[config.mk]
export PLATFORM = sky130hd
export DESIGN_NAME = lsu_mem_access
export DESIGN_NICKNAME = d
export VERILOG_FILES = /design/src/rtl/lsu_mem_access.sv
export SDC_FILE = /design/constraint.sdc
export NUM_CORES = 1
export LEC_CHECK = 0
export BUFFER_PORTS_ARGS = -buffer_cell sky130_fd_sc_hd__buf_2
export CORE_ASPECT_RATIO = 0.5
export CORE_MARGIN = 3
export CORE_UTILIZATION = 50
export DETAILED_ROUTE_END_ITERATION = 8
export PLACE_DENSITY = 0.91
export REMOVE_ABC_BUFFERS = 1
export SLEW_MARGIN = 30
export SYNTH_ARGS = -nofsm -noshare
export SYNTH_HDL_FRONTEND = slang
export SYNTH_SLANG_ARGS = --single-unit
export TNS_END_PERCENT = 100
[constraint.sdc]
create_clock -name iClk -period 4.4 [get_ports iClk]
set_input_delay 0.88 -clock iClk [delete_from_list [all_inputs] [get_ports iClk]]
set_output_delay 0.88 -clock iClk [all_outputs]
set_load 0.005 [all_outputs]
[src/rtl/lsu_mem_access.sv]
// -----------------------------------------------------------------------------
// lsu_mem_access
//
// Load/store execution unit. Takes the decoded one-hot load/store type vectors
// from the memory stage, performs a single access on a word-wide
// request/grant/response data-memory port, and returns the lane-selected,
// sign- or zero-extended load result. The pipeline is stalled while an access
// is outstanding.
//
// Ports
//   iClk, iRst          clock (rising edge), asynchronous active-high reset
//   iValid              memory-stage instruction valid
//   iLoad / iStore      instruction class
//   iLoadTypeBHW        one-hot {byte, half, word} signed load
//   iULoadTypeBH        one-hot {byte, half} unsigned load
//   iStoreTypeBHW       one-hot {byte, half, word} store
//   iAddr, iWdata       byte address and store data
//   oBusy               combinational stall request
//   oDone               one-cycle completion pulse
//   oRdata              extended load result, held until the next load
//   oMisaligned/oFault  completion qualifiers, valid only with oDone
//   oMemReq/oMemWe/oMemAddr/oMemBe/oMemWdata   memory request channel
//   iMemGnt             request accepted this cycle
//   iMemRvalid/iMemRdata  read response
// -----------------------------------------------------------------------------
module lsu_mem_access #(
  parameter int TIMEOUT_CYCLES = 255,
  parameter int CNT_W          = 8
) (
  input  logic        iClk,
  input  logic        iRst,
  input  logic        iValid,
  input  logic        iLoad,
  input  logic        iStore,
  input  logic [2:0]  iLoadTypeBHW,
  input  logic [1:0]  iULoadTypeBH,
  input  logic [2:0]  iStoreTypeBHW,
  input  logic [31:0] iAddr,
  input  logic [31:0] iWdata,
  output logic        oBusy,
  output logic        oDone,
  output logic [31:0] oRdata,
  output logic        oMisaligned,
  output logic        oFault,
  output logic        oMemReq,
  output logic        oMemWe,
  output logic [31:0] oMemAddr,
  output logic [3:0]  oMemBe,
  output logic [31:0] oMemWdata,
  input  logic        iMemGnt,
  input  logic        iMemRvalid,
  input  logic [31:0] iMemRdata
);

  localparam logic [1:0] S_IDLE = 2'd0;
  localparam logic [1:0] S_REQ  = 2'd1;
  localparam logic [1:0] S_WAIT = 2'd2;
  localparam logic [1:0] S_RESP = 2'd3;

  localparam logic [1:0] SZ_B = 2'd0;
  localparam logic [1:0] SZ_H = 2'd1;
  localparam logic [1:0] SZ_W = 2'd2;

  localparam logic [CNT_W-1:0] CNT_LAST = CNT_W'(TIMEOUT_CYCLES - 1);

  // Byte enables for a store of the given size at the given lane.
  function automatic logic [3:0] byte_en(input logic [1:0] sz, input logic [1:0] lane);
    logic [3:0] be;
    case (sz)
      SZ_B:    be = 4'b0001 << lane;
      SZ_H:    be = 4'b0011 << {lane[1], 1'b0};
      default: be = 4'b1111;
    endcase
    return be;
  endfunction

  // Replicate the significant store bits onto every lane they may land in.
  function automatic logic [31:0] steer_wdata(input logic [1:0] sz, input logic [31:0] d);
    logic [31:0] w;
    case (sz)
      SZ_B:    w = {4{d[7:0]}};
      SZ_H:    w = {2{d[15:0]}};
      default: w = d;
    endcase
    return w;
  endfunction

  // Select the addressed lane of the returned word and extend it to 32 bits.
  function automatic logic [31:0] extend_load(input logic [1:0]  sz,
                                              input logic        uns,
                                              input logic [1:0]  lane,
                                              input logic [31:0] d);
    logic [31:0]        sh;
    logic signed [7:0]  b;
    logic signed [15:0] h;
    logic signed [31:0] sx;
    logic [31:0]        r;
    sh = d >> {lane, 3'b000};
    b  = sh[7:0];
    h  = sh[15:0];
    case (sz)
      SZ_B: begin
        sx = b;
        r  = uns ? {24'd0, sh[7:0]} : sx;
      end
      SZ_H: begin
        sx = h;
        r  = uns ? {16'd0, sh[15:0]} : sx;
      end
      default: r = d;
    endcase
    return r;
  endfunction

  logic [1:0]       state_q, state_d;
  logic [CNT_W-1:0] cnt_q, cnt_d;
  logic             we_q, we_d;
  logic [1:0]       sz_q, sz_d;
  logic             uns_q, uns_d;
  logic [1:0]       lane_q, lane_d;
  logic [31:0]      addr_q, addr_d;
  logic [3:0]       be_q, be_d;
  logic [31:0]      wdata_q, wdata_d;
  logic [31:0]      rdata_q, rdata_d;
  logic             mis_q, mis_d;
  logic             flt_q, flt_d;

  logic             accept;
  logic [1:0]       acc_sz;
  logic             acc_illegal;
  logic             acc_misal;

  // Decode of the incoming request; only meaningful in IDLE.
  always_comb begin
    accept      = (state_q == S_IDLE) & iValid & (iLoad | iStore);
    acc_sz      = SZ_W;
    if (iLoad) begin
      if (iLoadTypeBHW[2] | iULoadTypeBH[1])      acc_sz = SZ_B;
      else if (iLoadTypeBHW[1] | iULoadTypeBH[0]) acc_sz = SZ_H;
      else                                        acc_sz = SZ_W;
    end else begin
      if (iStoreTypeBHW[2])      acc_sz = SZ_B;
      else if (iStoreTypeBHW[1]) acc_sz = SZ_H;
      else                       acc_sz = SZ_W;
    end
    // Load type is one-hot across signed and unsigned vectors combined.
    acc_illegal = (iLoad & iStore)
                | (iLoad  & !$onehot({iLoadTypeBHW, iULoadTypeBH}))
                | (iStore & !$onehot(iStoreTypeBHW));
    acc_misal   = ((acc_sz == SZ_H) & iAddr[0])
                | ((acc_sz == SZ_W) & (|iAddr[1:0]));
  end

  always_comb begin
    state_d = state_q;
    cnt_d   = cnt_q;
    we_d    = we_q;
    sz_d    = sz_q;
    uns_d   = uns_q;
    lane_d  = lane_q;
    addr_d  = addr_q;
    be_d    = be_q;
    wdata_d = wdata_q;
    rdata_d = rdata_q;
    mis_d   = mis_q;
    flt_d   = flt_q;
    case (state_q)
      S_IDLE: begin
        if (accept) begin
          cnt_d = '0;
          mis_d = 1'b0;
          flt_d = 1'b0;
          if (acc_illegal) begin
            flt_d   = 1'b1;
            state_d = S_RESP;
          end else if (acc_misal) begin
            mis_d   = 1'b1;
            state_d = S_RESP;
          end else begin
            state_d = S_REQ;
            we_d    = iStore;
            sz_d    = acc_sz;
            uns_d   = |iULoadTypeBH;
            lane_d  = iAddr[1:0];
            addr_d  = {iAddr[31:2], 2'b00};
            be_d    = iStore ? byte_en(acc_sz, iAddr[1:0]) : 4'b1111;
            wdata_d = iStore ? steer_wdata(acc_sz, iWdata) : wdata_q;
          end
        end
      end
      S_REQ: begin
        cnt_d = cnt_q + 1'b1;
        if (iMemGnt) begin
          if (we_q) begin
            state_d = S_RESP;
          end else if (iMemRvalid) begin
            // Zero-latency memory: response arrives with the grant.
            rdata_d = extend_load(sz_q, uns_q, lane_q, iMemRdata);
            state_d = S_RESP;
          end else begin
            state_d = S_WAIT;
          end
        end else if (cnt_q == CNT_LAST) begin
          flt_d   = 1'b1;
          state_d = S_RESP;
        end
      end
      S_WAIT: begin
        cnt_d = cnt_q + 1'b1;
        if (iMemRvalid) begin
          rdata_d = extend_load(sz_q, uns_q, lane_q, iMemRdata);
          state_d = S_RESP;
        end else if (cnt_q == CNT_LAST) begin
          flt_d   = 1'b1;
          state_d = S_RESP;
        end
      end
      default: begin
        state_d = S_IDLE;
      end
    endcase
  end

  always_ff @(posedge iClk or posedge iRst) begin
    if (iRst) begin
      state_q <= S_IDLE;
      cnt_q   <= '0;
      we_q    <= 1'b0;
      sz_q    <= SZ_B;
      uns_q   <= 1'b0;
      lane_q  <= 2'b00;
      addr_q  <= 32'd0;
      be_q    <= 4'b0000;
      wdata_q <= 32'd0;
      rdata_q <= 32'd0;
      mis_q   <= 1'b0;
      flt_q   <= 1'b0;
    end else begin
      state_q <= state_d;
      cnt_q   <= cnt_d;
      we_q    <= we_d;
      sz_q    <= sz_d;
      uns_q   <= uns_d;
      lane_q  <= lane_d;
      addr_q  <= addr_d;
      be_q    <= be_d;
      wdata_q <= wdata_d;
      rdata_q <= rdata_d;
      mis_q   <= mis_d;
      flt_q   <= flt_d;
    end
  end

  // Busy drops in RESP so the pipeline advances together with oDone.
  assign oBusy       = (state_q == S_REQ) | (state_q == S_WAIT) | accept;
  assign oDone       = (state_q == S_RESP);
  assign oMisaligned = oDone & mis_q;
  assign oFault      = oDone & flt_q;
  assign oRdata      = rdata_q;
  assign oMemReq     = (state_q == S_REQ);
  assign oMemWe      = oMemReq & we_q;
  assign oMemAddr    = addr_q;
  assign oMemBe      = be_q;
  assign oMemWdata   = wdata_q;

endmodule

==> run summary, run 1 <==
Cts bufs inserted: 17
Slowest CP cell: fa_1
Hpwl dp: 11,700 um
Cells along the critical path: buf_2, inv_1, fa_1, inv_1, fa_1, ha_1, nor4b_1, nor2_1, nor3_4, buf_4, mux2_2
Crit. End Element: flop
Setup violators final: 0
CTS H-tree lvls: 4
Crit path DAT: 3.74 ns
Crit. Startpoint: iLoadTypeBHW[1]
Setup bufs post-CTS: 0
First drt pass iteration count: 5
Crit start category: input pin
Gpl congestion: 0.887
Area share of the largest cell type after synthesis: 49.3%
Final hold slack: 0.475 ns
Synth Flop Type: dfrtp_1
Worst-Margin Slew: 0.878 ns
Die Y: 82.8 um
Pins over their slew limit: 0
Antenna violations before repair: 1
Starting Density: 52.4%
Pin count of the biggest net entering global routing: 58
Vias per inst: 5.66
Asr flop ratio synth: 100%
Drt drc: 0
Worst Setup EP: oMemAddr[29]$_DFFE_PP0P_
Mapped Area: 5890 sq um
Max frequency: 0.290 GHz
Share of cells above drive strength 1: 39.6%
CP Class: in2reg
Core Rows: 27
Cell Area, Placed: 7030 sq um
Post-Syn Area per Cell: 10.5 sq um
Tcrit/Tclk final: 78.5%
Skew final: 0.00848 ns
CP peak stage delay: 0.51 ns
N_diodes: 0
Vias in the first global route: 5,183
Worst R2R Setup Slack: 1.62 ns
Final instance count without filler cells: 941
Run status: completed
Post-synthesis sequential element count: 116
First-pass GRT wire length: 26,300 um
Final setup TNS: 0 ns
Max_slew headroom: 41.2%
Die ar.: 13,200 sq um
HP Class: reg2reg
Final wirelength: 17,000 um
Cell area after layout: 7600 sq um
Yosys warnings: 0
Mapped Cells: 562
Initial DRC Count: 474
Static Leak: 3.83 nW
Final ANT Viol Nets: 0
Clock sink count: 116
Number of synthesized flops with an enable pin: 0
Via count: 5,329
Yosys top cell by area: dfrtp_1
Clock Tree Root: clkbuf_16
CP max FO: 40
PortBufs: 214
WP data required: 4.69 ns
Final net count: 890
Reg clk slew, reported paths: 0.06 ns
Netlist cell types: 53
CTS max path bufs: 2
TritonCTS clock tree: built
Grt ovf: 0
Area growth from synthesis to layout: 29.0%
RSZ-0062 raised after global routing: false
Floorplan Core Area: 11,200 sq um
Clock latency on the worst-skew pair: 0.41 ns
Cts repair resizes: 0
Seq/Total Area, Yosys: 49.3%
Hold-fix buffers, CTS: 0
Final Hold Fails: 0
Io pins: 217
Gr usage total: 25.3%
Max IR drop VDD: 0.286 mV
Power Dens Cells: 667 nW/um^2
RR Startpoint: lane_q[1]$_DFFE_PP0P_
Wire per inst: 18.0 um
Die Wd: 160 um
Synth top area cells: dfrtp_1 (49%), mux2_2 (7.1%), mux2i_1 (6.8%)
Minimum clock period: 3.45 ns
Placed Instances: 909
Fillers: 830
# Max-Cap Violations: 0
R2R cell count: 5
Reg-to-Reg End: oRdata[22]$_DFFE_PP0P_
[cells in the mapped netlist, types with 8 or more instances]
cell type and instances:
buf_6 9, o21ai_1 15, inv_1 13, mux2i_1 40, o2bb2ai_1 8, mux2_4 8
nand2_1 68, mux2_2 37, clkbuf_1 17, dfrtp_1 116, o21ai_0 37, a22oi_1 9
nor2_1 40, a21oi_1 21, nand3_1 36
[power breakdown]
| group | switching [mW] | internal [mW] | leakage [nW] |
|---|---|---|---|
| combinational | 1.00 | 0.876 | 2.08 |
| clock | 0.560 | 0.792 | 0.281 |
| sequential | 0.320 | 1.52 | 1.47 |
| total | 1.88 | 3.18 | 3.83 |
[worst max-delay path, delay by kind of cell]
kind | cells | cell delay (ns)
and+or+nand+nor | 3 | 0.59
buffers and inverters | 4 | 0.70
muxes | 1 | 0.40
adders and majority gates | 3 | 1.15
[state kept, by name (all words and copies together), names as in the netlist]
| register | cells |
|---|---|
| cnt_q | 8 |
| flt_q | 1 |
| lane_q | 2 |
| mis_q | 1 |
| oMemAddr | 30 |
| oMemBe | 4 |
| oMemWdata | 32 |
| oRdata | 32 |
| state_q | 2 |
| sz_q | 2 |
| uns_q | 1 |
| we_q | 1 |
[cell families after synthesis]
logic type,count (synthesis),share of synthesized area (%)
compound gates,122,13.1
xor+xnor,3,0.446
fa+ha+maj,10,2.51
buf+inv,48,4.46
flops,116,49.3
mux,86,16.3
other cells,1,0.0637
simple gates,176,13.8
[cells in the final DEF, fill, tap and decap left out, types with 8 or more instances in the layout]
master,instances
a22oi_1,9
mux2_4,8
buf_2,214
nand2_1,68
dfrtp_1,115
o2bb2ai_1,8
clkbuf_16,17
mux2_2,37
mux2i_1,40
nor2_1,40
nand3_1,36
inv_1,12
a21oi_1,21
buf_4,8
o21ai_0,37
o21ai_1,15
[per-stage QoR]
step                      setup slack (ns)  total power, mW  util [%]
after global routing                 0.845             5.39      67.5
final                                0.948             5.07      67.5
after floorplan                      0.362             2.85         -
after detailed placement             0.582             3.68      62.5
after CTS                            0.978             5.07      67.5
after global placement               0.660             3.57      62.4
[worst min-delay path by stage]
stage	startpoint	end	slack, ns	cells after the start
2_1_floorplan	cnt_q[6]$_DFFE_PP0P_	cnt_q[6]$_DFFE_PP0P_	0.45	1
3_5_place_dp	oRdata[4]$_DFFE_PP0P_	oRdata[4]$_DFFE_PP0P_	0.47	2
5_1_grt	oMemWdata[31]$_DFFE_PP0P_	oMemWdata[31]$_DFFE_PP0P_	0.51	2
3_3_place_gp	oRdata[6]$_DFFE_PP0P_	oRdata[6]$_DFFE_PP0P_	0.46	2
6_report	oMemWdata[22]$_DFFE_PP0P_	oMemWdata[22]$_DFFE_PP0P_	0.48	2
4_1_cts	oRdata[4]$_DFFE_PP0P_	oRdata[4]$_DFFE_PP0P_	0.48	2
[area by class of cell]
cell class | count | area [sq um] | share of cell area [%]
flip-flops and latches | 116 | 2900 | 38.2
inverters | 13 | 51.3 | 0.675
multi-input cells | 399 | 2740 | 36.1
repair buffers | 222 | 1130 | 14.9
well taps | 159 | 199 | 2.62
clock buffers | 17 | 425 | 5.60
clock inverters | 15 | 146 | 1.93
[routing by layer]
layer / vias up / track usage, % / wire length [um] / part of all wire (%)
li1: 2421 / - / - / -
met3: 68 / 5.78 / 983 / 5.8
met5: - / 0 / 13 / 0.077
met1: 2582 / 30.3 / 6650 / 39
met2: 256 / 44.1 / 8730 / 51
met4: 2 / 12.9 / 589 / 3.5
No activity file was read; power rests on OpenSTA's default activity.
==> inputs of run 2 (changes only) <==
==> constraint.sdc (replaced) <==
create_clock -name iClk -period 3.4 [get_ports iClk]
set_input_delay 0.68 -clock iClk [delete_from_list [all_inputs] [get_ports iClk]]
set_output_delay 0.68 -clock iClk [all_outputs]
set_load 0.005 [all_outputs]
==> run summary, run 2 (synthesized netlist as in run 1, its figures left out) <==
Switching Share: 35.2% (-2.0 points)
Clock Power Share: 29.5% (+2.8 points)
CP max FO: 40 (unchanged)
HP Class: in2async
Setup violators final: 0 (unchanged)
Final wirelength: 18,400 um (+8.2%)
N_diodes: 0 (unchanged)
CTS H-tree lvls: 4 (unchanged)
Worst R2R Setup Slack: 0.60 ns (-1.02 ns)
Wire per inst: 19.4 um (+7.4%)
Clock sink count: 116 (unchanged)
WP data required: 3.68 ns (-1.01 ns)
Vias per inst: 5.84 (+3.1%)
Io pins: 217 (unchanged)
# Max-Cap Violations: 0 (unchanged)
Reg clk slew, reported paths: 0.06 ns (about the same)
Die Y: 82.8 um (unchanged)
RR Startpoint: state_q[1]$_DFFE_PP0N_
Static Leak: 3.91 nW (+2.2%)
Final Hold Fails: 0 (unchanged)
Vias in the first global route: 5,369 (+3.6%)
R2R cell count: 7 (+2)
Die Wd: 160 um (unchanged)
Starting Density: 52.4% (unchanged)
Logic pwr share: 37.2% (about the same)
Cts repair resizes: 0 (unchanged)
Gr usage total: 27.0% (+1.7 points)
Antenna violations before repair: 1 (unchanged)
Drt drc: 0 (unchanged)
Grt ovf: 0 (unchanged)
Area growth from synthesis to layout: 32.0%
Cts bufs inserted: 17 (unchanged)
Hpwl dp: 11,900 um (+1.7%)
Cell Area, Placed: 7100 sq um (+1.1%)
Setup bufs post-CTS: 0 (unchanged)
Pin count of the biggest net entering global routing: 83 (+43%)
CTS max path bufs: 2 (unchanged)
Sequential cell area: 2900 sq um (about the same)
Skew final: 0.00572 ns (-0.00276 ns)
Clock Tree Root: clkbuf_16
Power Dens Cells: 896 nW/um^2 (+34%)
First drt pass iteration count: 5 (unchanged)
Floorplan Core Area: 11,200 sq um (unchanged)
Crit. End Element: flop
Most frequent cells in the layout: buf_2 (214), dfrtp_1 (116), nand2_1 (68)
Via count: 5,536 (+3.9%)
Final hold slack: 0.295 ns (-0.180 ns)
Cell area after layout: 7780 sq um (+2.4%)
Flop pwr share: 33.3% (-3.0 points)
Core Rows: 27 (unchanged)
PortBufs: 214 (unchanged)
TritonCTS clock tree: built
Net switching power: 2.45 mW (+30%)
Run status: completed
Share of cells above drive strength 1: 39.9% (+0.28 points)
Max frequency: 0.331 GHz
Hold-fix buffers, CTS: 0 (unchanged)
Die ar.: 13,200 sq um (unchanged)
Initial DRC Count: 521 (+9.9%)
Reg-to-Reg End: oMemWdata[1]$_DFFE_PP0P_
Crit path DAT: 3.31 ns (-0.43 ns)
Fillers: 780 (-6.0%)
Final ANT Viol Nets: 0 (unchanged)
Max IR drop VDD: 0.431 mV (+50%)
Int Pwr: 4.52 mW (+42%)
Minimum clock period: 3.02 ns
Tcrit/Tclk final: 89.0%
Clock latency on the worst-skew pair: 0.41 ns (about the same)
Pins over their slew limit: 0 (unchanged)
CP Class: in2reg
RSZ-0062 raised after global routing: false
Final net count: 897 (+0.79%)
Area occupied by multi-input gates: 2730 sq um (-0.37%)
Gpl congestion: 0.848 (-4.3%)
Worst-Margin Slew: 0.696 ns (-0.183 ns)
First-pass GRT wire length: 28,100 um (+6.8%)
Most common cell after layout, fill and taps aside: buf_2
Max_slew headroom: 53.4% (+12 points)
Crit start category: input pin
run 2: changes by cell type in the layout (fill, tap and decap cells not counted):
cell	before	now
dfrtp_1	115	116
clkinvlp_4	1	3
a221o_2	0	1
buf_4	8	12
buf_12	0	3
inv_6	6	0
clkinv_4	4	2
dfrtp_2	1	0
clkbuf_8	0	1
bufinv_16	1	6
inv_8	1	0
clkbuf_1	0	1
a221o_4	1	0
run 2: critical path: stages:
cell	delay (ns)
buf_2	0.08
inv_1	0.06
fa_1	0.55
inv_1	0.05
fa_1	0.37
ha_1	0.29
nor4b_1	0.29
nor2_1	0.13
nor3_4	0.16
buf_12	0.25
mux2_2	0.38
run 2: through the flow:
stage	power (mW)	util, %	cells	setup slack (ns)	TNS, ns
global route	7.35	69.1	948	0.281	0
finish	6.97	69.1	948	0.375	0
floorplan	3.69	-	528	-0.438	-57.82
CTS	6.95	69.1	948	0.405	0
global placement	4.65	63.2	916	0.0617	0
detailed placement	4.79	63.2	916	-0.00915	-0.0366
run 2: power by group through the flow:
stage               clock network (mW)  logic (mW)  registers [mW]
floorplan                            0        1.29            2.40
global placement                     0        2.38            2.27
detailed placement                   0        2.49            2.31
CTS                               2.07        2.57            2.31
global route                      2.14        2.82            2.38
finish                            2.05        2.59            2.32
run 2: area by class of cell:
| class | instances | share of cell area, % |
|---|---|---|
| clock buffer | 19 | 5.69 |
| tap | 159 | 2.56 |
| multi-input combinational | 399 | 35.1 |
| sequential | 116 | 37.3 |
| inverter | 13 | 0.660 |
| timing repair buffer | 229 | 15.7 |
| clock inverter | 13 | 2.96 |
run 2: worst max path at each step:
stage / from / to / cells after the start
3_3_place_gp: iLoadTypeBHW[0] / oMemAddr[7]$_DFFE_PP0P_ / 11
5_1_grt: iLoadTypeBHW[0] / oMemAddr[5]$_DFFE_PP0P_ / 11
3_5_place_dp: iLoadTypeBHW[0] / oMemAddr[15]$_DFFE_PP0P_ / 11
6_report: iLoadTypeBHW[0] / oMemAddr[11]$_DFFE_PP0P_ / 11
2_1_floorplan: iLoadTypeBHW[0] / lane_q[0]$_DFFE_PP0P_ / 9
4_1_cts: iLoadTypeBHW[0] / oMemAddr[11]$_DFFE_PP0P_ / 11
run 2: layer usage:
metal	wire length, um	part of all wire, %	track usage [%]
met5	13	0.071	0
met3	1310	7.2	6.73
met4	806	4.4	14.1
met1	6970	38	31.1
met2	9250	50	48.1
==> inputs of run 3 (changes only) <==
--- a/config.mk
+++ b/config.mk
@@ -12,6 +12,7 @@
 export DETAILED_ROUTE_END_ITERATION = 8
 export PLACE_DENSITY = 0.91
 export REMOVE_ABC_BUFFERS = 1
+export SETUP_SLACK_MARGIN = 0.5
 export SLEW_MARGIN = 30
 export SYNTH_ARGS = -nofsm -noshare
 export SYNTH_HDL_FRONTEND = slang
==> run summary, run 3 (synthesized netlist as in run 1, its figures left out) <==
Final wirelength: 21,400 um (+17%)
Drt drc: 0 (unchanged)
RSZ-0062 raised after global routing: true
Starting Density: 52.4% (unchanged)
Gpl congestion: 0.848 (unchanged)
Power Dens Cells: 907 nW/um^2 (+1.2%)
# Max-Cap Violations: 0 (unchanged)
HP Class: in2async
Logic pwr share: 38.6% (+1.4 points)
Skew final: 0.00788 ns (+0.00216 ns)
Grt ovf: 0 (unchanged)
Reg clk slew, reported paths: 0.06 ns (about the same)
Dpl ws: -0.00915 ns (unchanged)
Vias per inst: 6.24 (+6.9%)
Final hold slack: 0.295 ns (-0.000624 ns)
Core Rows: 27 (unchanged)
Net switching power: 2.66 mW (+8.6%)
Tcrit/Tclk final: 88.0% (-0.92 points)
Clock latency on the worst-skew pair: 0.41 ns (about the same)
Area growth from synthesis to layout: 35.4%
Pin count of the biggest net entering global routing: 83 (unchanged)
Final Hold Fails: 0 (unchanged)
Max frequency: 0.334 GHz (+1.0%)
CTS max path bufs: 2 (unchanged)
Clock sink count: 116 (unchanged)
Max IR drop VDD: 0.418 mV (-2.9%)
Die Y: 82.8 um (unchanged)
Hpwl dp: 11,900 um (unchanged)
Cts bufs inserted: 17 (unchanged)
Floorplan Core Area: 11,200 sq um (unchanged)
CTS H-tree lvls: 4 (unchanged)
First drt pass iteration count: 7 (+2)
Most common cell after layout, fill and taps aside: buf_2
Via count: 5,967 (+7.8%)
Cell Area, Placed: 7100 sq um (unchanged)
CP max FO: 5 (-88%)
Max_slew headroom: 51.4% (-2.0 points)
Vias in the first global route: 5,681 (+5.8%)
WP data required: 3.69 ns (about the same)
Initial DRC Count: 827 (+59%)
PortBufs: 214 (unchanged)
Setup violators final: 0 (unchanged)
Static Leak: 4.00 nW (+2.2%)
N_diodes: 0 (unchanged)
Minimum clock period: 2.99 ns (-0.0311 ns)
Placed Instances: 916 (unchanged)
Gr usage total: 30.2% (+3.2 points)
Final worst slack: 0.407 ns (+0.0311 ns)
Clock Power Share: 28.7% (-0.8 points)
Pins over their slew limit: 0 (unchanged)
Io pins: 217 (unchanged)
Clock Tree Root: clkbuf_16
Antenna violations before repair: 1 (unchanged)
Die ar.: 13,200 sq um (unchanged)
Hold-fix buffers, CTS: 0 (unchanged)
Flop pwr share: 32.6% (-0.7 points)
Int Pwr: 4.58 mW (+1.3%)
Final ANT Viol Nets: 0 (unchanged)
TritonCTS clock tree: built
Switching Share: 36.8% (+1.6 points)
Final net count: 905 (+0.89%)
Crit path DAT: 3.28 ns (-0.03 ns)
First-pass GRT wire length: 31,200 um (+11%)
CP Class: in2reg
Share of cells above drive strength 1: 41.3% (+1.4 points)
Final instance count without filler cells: 956 (+0.84%)
Run status: completed
Worst-Margin Slew: 0.725 ns (+0.0297 ns)
Crit. End Element: flop
Crit start category: input pin
Die Wd: 160 um (unchanged)
Most frequent cells in the layout: buf_2 (212), dfrtp_1 (116), nand2_1 (68)
Total power: 7.24 mW (+3.8%)
Cell area after layout: 7980 sq um (+2.6%)
Wire per inst: 22.4 um (+16%)
==> run 3: cell types whose count changed in the layout (fill, tap and decap cells not counted), moves of 2 or more <==
cell / before / now
mux2_2: 37 / 32
mux2_4: 8 / 13
buf_16: 0 / 3
buf_4: 12 / 15
buf_6: 0 / 3
buf_2: 214 / 212
inv_1: 12 / 10
inv_2: 0 / 2
==> run 3: path summary, 6_finish.rpt <==
path | startpoint | endpoint | slack [ns] | cells past startpoint
worst max-delay path | iLoadTypeBHW[1] | oMemAddr[11]$_DFFE_PP0P_ | 0.41 | 13
worst min-delay path | iRst | oRdata[8]$_DFFE_PP0P_ | 0.29 | 2
worst max register to register | state_q[1]$_DFFE_PP0N_ | oMemWdata[1]$_DFFE_PP0P_ | 0.52 | 7
worst min register to register | oRdata[6]$_DFFE_PP0P_ | oRdata[6]$_DFFE_PP0P_ | 0.47 | 2
max in group asynchronous | iRst | oMemAddr[22]$_DFFE_PP0P_ | 2.32 | 3
min in group iClk | oRdata[6]$_DFFE_PP0P_ | oRdata[6]$_DFFE_PP0P_ | 0.47 | 2
==> run 3: what timing repair did <==
| item | in CTS | in global routing |
|---|---|---|
| setup endpoints to repair | 37 | 38 |
| setup buffers | 3 | 2 |
| hold endpoints to repair | 0 | 0 |
| gates cloned | 3 | 0 |
| resized for setup | 11 | 8 |
| pin swaps | 0 | 2 |
==> run 3: area by class of cell <==
| class | count | area, sq um |
|---|---|---|
| flip-flops and latches | 116 | 2900 |
| repair buffers | 237 | 1370 |
| well taps | 159 | 199 |
| clock inverters | 13 | 230 |
| multi-input cells | 399 | 2780 |
| clock buffers | 19 | 443 |
| inverters | 13 | 51.3 |
| fillers | 761 | 3270 |
==> run 3: power groups by stage <==
stage	Sequential, mW	Clock, mW	Combinational [mW]
2_1_floorplan	2.40	0	1.29
3_3_place_gp	2.27	0	2.38
3_5_place_dp	2.31	0	2.49
4_1_cts	2.31	2.07	2.61
5_1_grt	2.40	2.16	3.00
6_report	2.36	2.08	2.80
==> run 3: critical path, stage by stage <==
cell	delay, ns
buf_4	0.11
inv_2	0.04
fa_1	0.54
inv_1	0.07
fa_2	0.35
ha_4	0.24
nor4b_4	0.24
nor2_2	0.09
nor3_4	0.17
buf_6	0.15
buf_6	0.13
buf_12	0.12
mux2_2	0.36
==> run 3: routing by layer <==
metal,GRT usage (%),share of wire [%],up-vias
met2,49.5,46,562
met3,8.02,11,191
met4,19.8,8.0,2
li1,-,-,2441
met1,36.3,35,2771
met5,0,0.061,-
==> run 3: through the flow <==
stage               utilization (%)  setup TNS, ns
floorplan                         -         -57.82
global placement               63.2              0
detailed placement             63.2        -0.0366
CTS                            70.4              0
global route                   70.9              0
finish                         70.9              0
